$ cat config.mk
export PLATFORM = sky130hd
export DESIGN_NAME = mouse_cursor_tracker_flat
export DESIGN_NICKNAME = d
export VERILOG_FILES = /design/src/rtl/mouse_cursor_tracker_pkg.sv /design/src/rtl/mouse_cursor_tracker_if.sv /design/src/rtl/mouse_click_fsm.sv /design/src/rtl/mouse_cursor_tracker.sv /design/src/flat_wrapper.sv
export SDC_FILE = /design/constraint.sdc
export NUM_CORES = 1
export LEC_CHECK = 0
export CAP_MARGIN = 20
export CORE_MARGIN = 1.5
export CORE_UTILIZATION = 24
export CTS_CLUSTER_DIAMETER = 40
export CTS_CLUSTER_SIZE = 24
export DETAILED_ROUTE_END_ITERATION = 12
export HOLD_SLACK_MARGIN = 0.08
export PLACE_DENSITY_LB_ADDON = 0.12
export RECOVER_POWER = 100
export SETUP_SLACK_MARGIN = 0.4
export SLEW_MARGIN = 15
export SYNTH_ARGS = -nofsm -noshare
export SYNTH_HDL_FRONTEND = slang
export SYNTH_HIERARCHICAL = 1
export SYNTH_SLANG_ARGS = --single-unit
$ cat constraint.sdc
create_clock -name clk -period 4.95 [get_ports clk]
set_clock_uncertainty 0.1 [all_clocks]
set_input_delay 0.495 -clock clk [delete_from_list [all_inputs] [get_ports clk]]
set_output_delay 0.495 -clock clk [all_outputs]
set_load 0.05 [all_outputs]
$ cat src/rtl/mouse_cursor_tracker_pkg.sv
// ---------------------------------------------------------------------
// mouse_cursor_tracker_pkg : button indices and click FSM state encoding
// Rev 1.0
// ---------------------------------------------------------------------
`default_nettype none

package mouse_cursor_tracker_pkg;

   localparam int BTN_L = 0;
   localparam int BTN_R = 1;
   localparam int BTN_M = 2;

   typedef enum logic [2:0] {
      IDLE        = 3'd0,
      FIRST_DOWN  = 3'd1,
      WAIT_SECOND = 3'd2,
      SECOND_DOWN = 3'd3,
      HELD        = 3'd4
   } click_state_e;

endpackage

`default_nettype wire

$ cat src/rtl/mouse_cursor_tracker_if.sv
// ---------------------------------------------------------------------
// mouse_cursor_tracker_if : packet input and cursor/button output bundle
// Rev 1.0
// ---------------------------------------------------------------------
`default_nettype none

interface mouse_cursor_tracker_if #(
   parameter int POS_W   = 11,
   parameter int DELTA_W = 9
);
   logic               in_valid;
   logic [DELTA_W-1:0] in_dx;
   logic [DELTA_W-1:0] in_dy;
   logic [2:0]         in_buttons;
   logic               recenter;

   logic [POS_W-1:0]   cursor_x;
   logic [POS_W-1:0]   cursor_y;
   logic               out_valid;
   logic [2:0]         buttons;
   logic [2:0]         btn_press;
   logic [2:0]         btn_release;
   logic               double_click;
   logic               dragging;

   modport master (
      output in_valid, in_dx, in_dy, in_buttons, recenter,
      input  cursor_x, cursor_y, out_valid, buttons, btn_press, btn_release,
             double_click, dragging
   );

   modport slave (
      input  in_valid, in_dx, in_dy, in_buttons, recenter,
      output cursor_x, cursor_y, out_valid, buttons, btn_press, btn_release,
             double_click, dragging
   );
endinterface

`default_nettype wire

$ cat src/rtl/mouse_click_fsm.sv
// ---------------------------------------------------------------------
// mouse_click_fsm : left-button double-click detector and drag flag
// Rev 1.0
// ---------------------------------------------------------------------
`default_nettype none

module mouse_click_fsm
   import mouse_cursor_tracker_pkg::*;
#(
   parameter int DCLICK_CYCLES = 6750000
) (
   input  logic clk,
   input  logic rst_n,
   input  logic l_press,
   input  logic l_release,
   input  logic moved,
   input  logic recenter,
   output logic double_click,
   output logic dragging
);

   localparam int CNT_W = (DCLICK_CYCLES > 1) ? $clog2(DCLICK_CYCLES) : 1;
   localparam logic [CNT_W-1:0] CNT_LAST = CNT_W'(DCLICK_CYCLES - 1);

   click_state_e     state_q;
   logic [CNT_W-1:0] cnt_q;
   logic             double_click_q;
   logic             dragging_q;

   always_ff @(posedge clk or negedge rst_n) begin
      if (!rst_n) begin
         state_q        <= IDLE;
         cnt_q          <= '0;
         double_click_q <= 1'b0;
         dragging_q     <= 1'b0;
      end else begin
         double_click_q <= 1'b0;

         if (l_release || recenter) begin
            dragging_q <= 1'b0;
         end else if (moved) begin
            dragging_q <= 1'b1;
         end

         // The window runs from the first press; expiry outranks any event.
         case (state_q)
            IDLE: begin
               if (l_press) begin
                  state_q <= FIRST_DOWN;
                  cnt_q   <= '0;
               end
            end
            FIRST_DOWN: begin
               if (cnt_q == CNT_LAST) begin
                  state_q <= l_release ? IDLE : HELD;
                  cnt_q   <= '0;
               end else begin
                  cnt_q <= cnt_q + 1'b1;
                  if (l_release) begin
                     state_q <= WAIT_SECOND;
                  end
               end
            end
            WAIT_SECOND: begin
               if (cnt_q == CNT_LAST) begin
                  state_q <= IDLE;
                  cnt_q   <= '0;
               end else begin
                  cnt_q <= cnt_q + 1'b1;
                  if (l_press) begin
                     double_click_q <= 1'b1;
                     state_q        <= SECOND_DOWN;
                  end
               end
            end
            SECOND_DOWN, HELD: begin
               if (l_release) begin
                  state_q <= IDLE;
               end
            end
            default: begin
               state_q <= IDLE;
            end
         endcase
      end
   end

   assign double_click = double_click_q;
   assign dragging     = dragging_q;

endmodule

`default_nettype wire

$ cat src/rtl/mouse_cursor_tracker.sv
// ---------------------------------------------------------------------
// mouse_cursor_tracker : accumulates PS/2 deltas into a clamped or
//                        wrapped screen position, with button events
// Rev 1.0
// ---------------------------------------------------------------------
`default_nettype none

module mouse_cursor_tracker
   import mouse_cursor_tracker_pkg::*;
#(
   parameter int SCREEN_W      = 1024,
   parameter int SCREEN_H      = 768,
   parameter int POS_W         = 11,
   parameter int DELTA_W       = 9,
   parameter int GAIN_SHIFT    = 0,
   parameter int WRAP          = 0,
   parameter int INVERT_Y      = 1,
   parameter int INIT_X        = SCREEN_W / 2,
   parameter int INIT_Y        = SCREEN_H / 2,
   parameter int DCLICK_CYCLES = 6750000
) (
   input  logic                   clk,
   input  logic                   rst_n,
   mouse_cursor_tracker_if.slave  bus
);

   // Two guard bits hold the signed sum of a position and a scaled delta.
   localparam int SUM_W = POS_W + 2;

   logic [1:0][POS_W-1:0] pos_q, pos_d, lim_pos;
   logic [1:0][SUM_W-1:0] delta;
   logic signed [SUM_W-1:0] dx_ext, dy_ext, dx_scaled, dy_scaled;
   logic [2:0] buttons_q, buttons_d;
   logic [2:0] press_q, press_d;
   logic [2:0] release_q, release_d;
   logic       out_valid_q, out_valid_d;
   logic       moved;

   always_comb begin
      dx_ext    = {{(SUM_W-DELTA_W){bus.in_dx[DELTA_W-1]}}, bus.in_dx};
      dy_ext    = {{(SUM_W-DELTA_W){bus.in_dy[DELTA_W-1]}}, bus.in_dy};
      dx_scaled = dx_ext <<< GAIN_SHIFT;
      dy_scaled = dy_ext <<< GAIN_SHIFT;
      delta[0]  = dx_scaled;
      delta[1]  = (INVERT_Y != 0) ? -dy_scaled : dy_scaled;
   end

   for (genvar a = 0; a < 2; a++) begin : g_axis
      localparam int SCREEN = (a == 0) ? SCREEN_W : SCREEN_H;
      localparam logic signed [SUM_W-1:0] SCREEN_S = SUM_W'(SCREEN);
      localparam logic signed [SUM_W-1:0] MAX_S    = SUM_W'(SCREEN - 1);

      logic signed [SUM_W-1:0] sum;
      logic signed [SUM_W-1:0] fit;

      always_comb begin
         sum = signed'({2'b00, pos_q[a]}) + signed'(delta[a]);
         fit = sum;
         if (WRAP != 0) begin
            if (sum[SUM_W-1]) begin
               fit = sum + SCREEN_S;
            end else if (sum >= SCREEN_S) begin
               fit = sum - SCREEN_S;
            end
         end else begin
            if (sum[SUM_W-1]) begin
               fit = '0;
            end else if (sum > MAX_S) begin
               fit = MAX_S;
            end
         end
      end

      assign lim_pos[a] = fit[POS_W-1:0];
   end

   assign moved = bus.in_valid & buttons_q[BTN_L] & bus.in_buttons[BTN_L]
                & ((delta[0] != '0) | (delta[1] != '0));

   always_comb begin
      pos_d       = pos_q;
      buttons_d   = buttons_q;
      press_d     = '0;
      release_d   = '0;
      out_valid_d = 1'b0;
      if (bus.in_valid) begin
         pos_d       = lim_pos;
         buttons_d   = bus.in_buttons;
         press_d     = bus.in_buttons & ~buttons_q;
         release_d   = ~bus.in_buttons & buttons_q;
         out_valid_d = 1'b1;
      end
      // Recenter overrides the packet's movement but keeps its button edges.
      if (bus.recenter) begin
         pos_d[0]    = POS_W'(INIT_X);
         pos_d[1]    = POS_W'(INIT_Y);
         out_valid_d = 1'b1;
      end
   end

   always_ff @(posedge clk or negedge rst_n) begin
      if (!rst_n) begin
         pos_q[0]    <= POS_W'(INIT_X);
         pos_q[1]    <= POS_W'(INIT_Y);
         buttons_q   <= '0;
         press_q     <= '0;
         release_q   <= '0;
         out_valid_q <= 1'b0;
      end else begin
         pos_q       <= pos_d;
         buttons_q   <= buttons_d;
         press_q     <= press_d;
         release_q   <= release_d;
         out_valid_q <= out_valid_d;
      end
   end

   mouse_click_fsm #(
      .DCLICK_CYCLES (DCLICK_CYCLES)
   ) u_click_fsm (
      .clk          (clk),
      .rst_n        (rst_n),
      .l_press      (press_d[BTN_L]),
      .l_release    (release_d[BTN_L]),
      .moved        (moved),
      .recenter     (bus.recenter),
      .double_click (bus.double_click),
      .dragging     (bus.dragging)
   );

   assign bus.cursor_x    = pos_q[0];
   assign bus.cursor_y    = pos_q[1];
   assign bus.out_valid   = out_valid_q;
   assign bus.buttons     = buttons_q;
   assign bus.btn_press   = press_q;
   assign bus.btn_release = release_q;

endmodule

`default_nettype wire

$ cat src/flat_wrapper.sv
// flat-port wrapper written by rule: the top's interface ports become plain ports
module mouse_cursor_tracker_flat import mouse_cursor_tracker_pkg::*;
#(
   parameter int SCREEN_W      = 1024,
   parameter int SCREEN_H      = 768,
   parameter int POS_W         = 11,
   parameter int DELTA_W       = 9,
   parameter int GAIN_SHIFT    = 0,
   parameter int WRAP          = 0,
   parameter int INVERT_Y      = 1,
   parameter int INIT_X        = SCREEN_W / 2,
   parameter int INIT_Y        = SCREEN_H / 2,
   parameter int DCLICK_CYCLES = 6750000
)
  (clk, rst_n, bus_in_valid, bus_in_dx, bus_in_dy, bus_in_buttons, bus_recenter, bus_cursor_x, bus_cursor_y, bus_out_valid, bus_buttons, bus_btn_press, bus_btn_release, bus_double_click, bus_dragging);
  mouse_cursor_tracker_if #(.POS_W(POS_W), .DELTA_W(DELTA_W)) bus_i ();
  input  logic clk;
  input  logic rst_n;
  input wire logic [$bits(bus_i.in_valid)-1:0] bus_in_valid;
  input wire logic [$bits(bus_i.in_dx)-1:0] bus_in_dx;
  input wire logic [$bits(bus_i.in_dy)-1:0] bus_in_dy;
  input wire logic [$bits(bus_i.in_buttons)-1:0] bus_in_buttons;
  input wire logic [$bits(bus_i.recenter)-1:0] bus_recenter;
  output wire logic [$bits(bus_i.cursor_x)-1:0] bus_cursor_x;
  output wire logic [$bits(bus_i.cursor_y)-1:0] bus_cursor_y;
  output wire logic [$bits(bus_i.out_valid)-1:0] bus_out_valid;
  output wire logic [$bits(bus_i.buttons)-1:0] bus_buttons;
  output wire logic [$bits(bus_i.btn_press)-1:0] bus_btn_press;
  output wire logic [$bits(bus_i.btn_release)-1:0] bus_btn_release;
  output wire logic [$bits(bus_i.double_click)-1:0] bus_double_click;
  output wire logic [$bits(bus_i.dragging)-1:0] bus_dragging;
  assign bus_i.in_valid = bus_in_valid;
  assign bus_i.in_dx = bus_in_dx;
  assign bus_i.in_dy = bus_in_dy;
  assign bus_i.in_buttons = bus_in_buttons;
  assign bus_i.recenter = bus_recenter;
  assign bus_cursor_x = bus_i.cursor_x;
  assign bus_cursor_y = bus_i.cursor_y;
  assign bus_out_valid = bus_i.out_valid;
  assign bus_buttons = bus_i.buttons;
  assign bus_btn_press = bus_i.btn_press;
  assign bus_btn_release = bus_i.btn_release;
  assign bus_double_click = bus_i.double_click;
  assign bus_dragging = bus_i.dragging;
  mouse_cursor_tracker #(.SCREEN_W(SCREEN_W), .SCREEN_H(SCREEN_H), .POS_W(POS_W), .DELTA_W(DELTA_W), .GAIN_SHIFT(GAIN_SHIFT), .WRAP(WRAP), .INVERT_Y(INVERT_Y), .INIT_X(INIT_X), .INIT_Y(INIT_Y), .DCLICK_CYCLES(DCLICK_CYCLES)) u_core (.clk(clk), .rst_n(rst_n), .bus(bus_i));
endmodule
==> metrics.cfg <==
[grt]
grt_pass1_wl_um = 19820
via_count_of_the_first_global_routing_pass = 3699
pin_count_of_the_biggest_net_entering_global_routing = 61
antenna_found_initial = 0
grt-ovfl-total = 0
globalRouteTotalUtil = 0.1366

[critical_path]
rr_endpoint = u_core/bus.cursor_x[9]
critical-path-top-delay-family = simple AND/OR/NAND/NOR gates
start_kind = input port
timing.critical_path.buf_inv = 2
critical_path.max_fanout = 6
signal_arrival_time_at_the_worst_endpoint_ns = 4.38
r2r_start = u_core/bus.cursor_x[0]
cp_cell_sequence = dlygate4sd3_1 > inv_1 > ha_1 > nor3b_1 > nand2_1 > xor2_1 > ha_1 > a21oi_1 > nand2_2 > o2111ai_1 > a21boi_0 > or3b_4 > and4_1 > a221o_1
critical-path-top-cell-by-count = sky130_fd_sc_hd__ha_1
critical_path.slowest_cell = sky130_fd_sc_hd__nor3b_1
worstPathRequired_ns = 5.11
reg2reg_depth = 10
end_kind = register
cpPeakStageDelay_ns = 0.61
criticalPathCategory = input port to register
reg2reg_setup_slack_ns = 1.50
worst-path-stages = 14

[sta]
post-route-period-util = 0.8525
timing.final.max_slew_violations = 61
timing.fmax_mhz = 237.0
fin_tns_setup_ns = 0
unrepaired_setup_endpoints_after_global_routing = false
final-hold-violation-count = 0
fin_ws_ns = 0.7300
layout_min_cycle_time_ns = 4.220
whs_ns = 0.3435
maxSlewHeadroom = -1.354
finalSetupViolCount = 0
worst-slew-pin-transition_ns = 3.531

[placement]
quantity_of_i_o_buffers_inserted_on_ports = 58
globalplace.congestion = 0.7775
placement.setup.worst_slack_ns = 0.6860
hpwl_um = 9051
dp.cells = 761
postPlaceCellArea_um2 = 5166

[clock_tree]
tritoncts = yes
ctsResizeCount = 0
worst_skew_pair.late_latency_ns = 0.34
root_buffer = sky130_fd_sc_hd__clkbuf_16
number_of_buffers_inserted_during_clock_tree_synthesis = 9
cts-hold-fix-buffers = 0
clk_pin_slew_ns = 0.06
cts_setup_buffers = 0
tritoncts_sinks = 60
ctsLongestPathBuffers = 2
h-tree-depth = 3

[die]
io_pins = 59
floorplan.initialDensity = 0.2434
fp.dieArea_um2 = 18910
std_cell_rows = 49
die_y_um = 137.5
core_area_um2 = 17840
dieWidth_um = 137.5

[finish]
num_antenna_cells = 0
design.final.nets = 598
final_cell_count_no_fill = 777
fillers = 1847
layout-drive-gt1-share = 0.06752
final_area_um2 = 5406
syn2layout_area_growth_pct = 24.49

[yosys]
yosys_reg_bits = 60
syn_nets = 537
synth.cells.most_frequent = 57 x sky130_fd_sc_hd__dfrtp_1, 43 x sky130_fd_sc_hd__a21oi_1, 41 x sky130_fd_sc_hd__nand2_1
post-synth-top-count-cell = sky130_fd_sc_hd__dfrtp_1
netlist-cell-type-count = 75
post_synth_inst_count = 482
synth-async-reset-ratio = 1.000
synth-main-ff-cell = sky130_fd_sc_hd__dfrtp_1
seq_area_frac_synth = 0.3466
postSynthAreaPerCell_um2 = 9.010
syn-cell-area_um2 = 4343
yosys.area.top_type = sky130_fd_sc_hd__dfrtp_1
synth.yosys.warnings = 6
synth_largest_type_area_fraction = 0.3284
synth_edf_count = 0
yosys-top-cells-area = sky130_fd_sc_hd__dfrtp_1 33%, sky130_fd_sc_hd__ha_1 8.1%, sky130_fd_sc_hd__a21oi_1 5.0%, sky130_fd_sc_hd__o21ai_0 3.7%, sky130_fd_sc_hd__xnor2_1 3.6%

[routing]
detailedRoute.firstIterationViolations = 216
vias_post_dr = 3896
firstDrtPassIters = 4
drc = 0
route.antenna.remaining_nets = 0
viasPerCell = 5.014
routed_wire_length_per_instance_um = 15.82
drt_wl_total_um = 12300

[run_status]
outcome = complete, but fails checks
violations_in_the_final_reports = max-capacitance violations, max-slew violations

[min_path]
min_delay_path_depth = 1
destination_of_the_worst_hold_path = u_core/bus.btn_press[2]
timing.hold.worst.class = register to register
worstHoldStart = u_core/bus.buttons[2]

[power]
ir_drop_v = 0.0001702
pwr_density_cell_nw_per_um2 = 367.8
p_leak_nw = 2.247

[job]
drv_cap = 1

[sequential cells by signal, indices dropped and copies added, names as in the netlist]
| signal | count |
|---|---|
| u_core/bus.out_valid | 1 |
| u_core/bus.buttons | 3 |
| u_core/bus.cursor_x | 11 |
| u_core/u_click_fsm/state_q | 3 |
| u_core/u_click_fsm/dragging | 1 |
| u_core/u_click_fsm/double_click | 1 |
| u_core/bus.cursor_y | 11 |
| u_core/u_click_fsm/cnt_q | 23 |
| u_core/bus.btn_press | 3 |
| u_core/bus.btn_release | 3 |
[cell usage in the layout (no fill, tap or decap), drive strengths merged, types with 3 or more instances in the layout]
cell / count
nand4: 10
nand2b: 7
inv: 19
a21o: 7
o31ai: 3
or3: 7
o21ai: 39
and4: 4
mux2i: 10
nand3: 27
xor2: 7
a31oi: 13
clkdlybuf4s50: 20
clkbuf: 17
a211oi: 14
xnor2: 18
o31a: 3
a21oi: 46
and3: 4
nand2: 42
dlygate4sd3: 37
nor4: 5
dfrtp: 57
nor2: 27
nor3: 15
ha: 28
a21boi: 3
dfstp: 3
and2: 4
nor2b: 5
o211ai: 4
a41oi: 5
[worst max-delay path by stage]
stage	from	end	slack, ns
2_1_floorplan	bus_in_dy[1]	u_core/bus.cursor_y[8]	1.52
3_3_place_gp	bus_in_dy[0]	u_core/bus.cursor_y[8]	0.76
3_5_place_dp	bus_in_dy[0]	u_core/bus.cursor_y[8]	0.69
4_1_cts	bus_in_dy[0]	u_core/bus.cursor_y[8]	1.03
5_1_grt	bus_in_dy[0]	u_core/bus.cursor_y[6]	0.44
6_report	bus_in_dy[0]	u_core/bus.cursor_y[8]	0.73
[cells by family after synthesis]
family                     synth area share
muxes                               0.02564
buffers and inverters               0.04033
adders and majority gates           0.08989
AOI/OAI and AO/OA                    0.2313
DFF                                  0.3466
xor gates and xnor gates            0.05042
and+or+nand+nor                      0.2158
[through the flow]
step,util,power (mW)
floorplan,-,1.158
global placement,0.2887,1.328
detailed placement,0.2896,1.347
CTS,0.3075,2.058
global route,0.3030,2.117
finish,0.3030,1.988
[layer usage]
layer	track usage	wire [µm]	up-vias
met5	0	0	-
met4	0.05263	222	0
met3	0.02355	379	15
met2	0.2133	5678	72
met1	0.1872	6014	1886
li1	-	-	1923
[layout make-up]
class                      instances  area [µm²]  area share
multi-input combinational        388        2619      0.4844
clock inverter                     4       72.57     0.01342
clock buffer                      12       246.5     0.04559
sequential                        60        1505      0.2784
timing repair buffer              64       601.8      0.1113
tap                              229       286.5     0.05300
inverter                          20       75.07     0.01389
[power breakdown]
part | total, mW | leakage, nW | switching [mW] | internal (mW)
sequential | 0.636 | 0.792 | 0.0831 | 0.553
combinational | 0.658 | 1.30 | 0.420 | 0.238
clock | 0.694 | 0.153 | 0.240 | 0.454
total | 1.99 | 2.25 | 0.743 | 1.24
(Power assumes the default switching activity.)
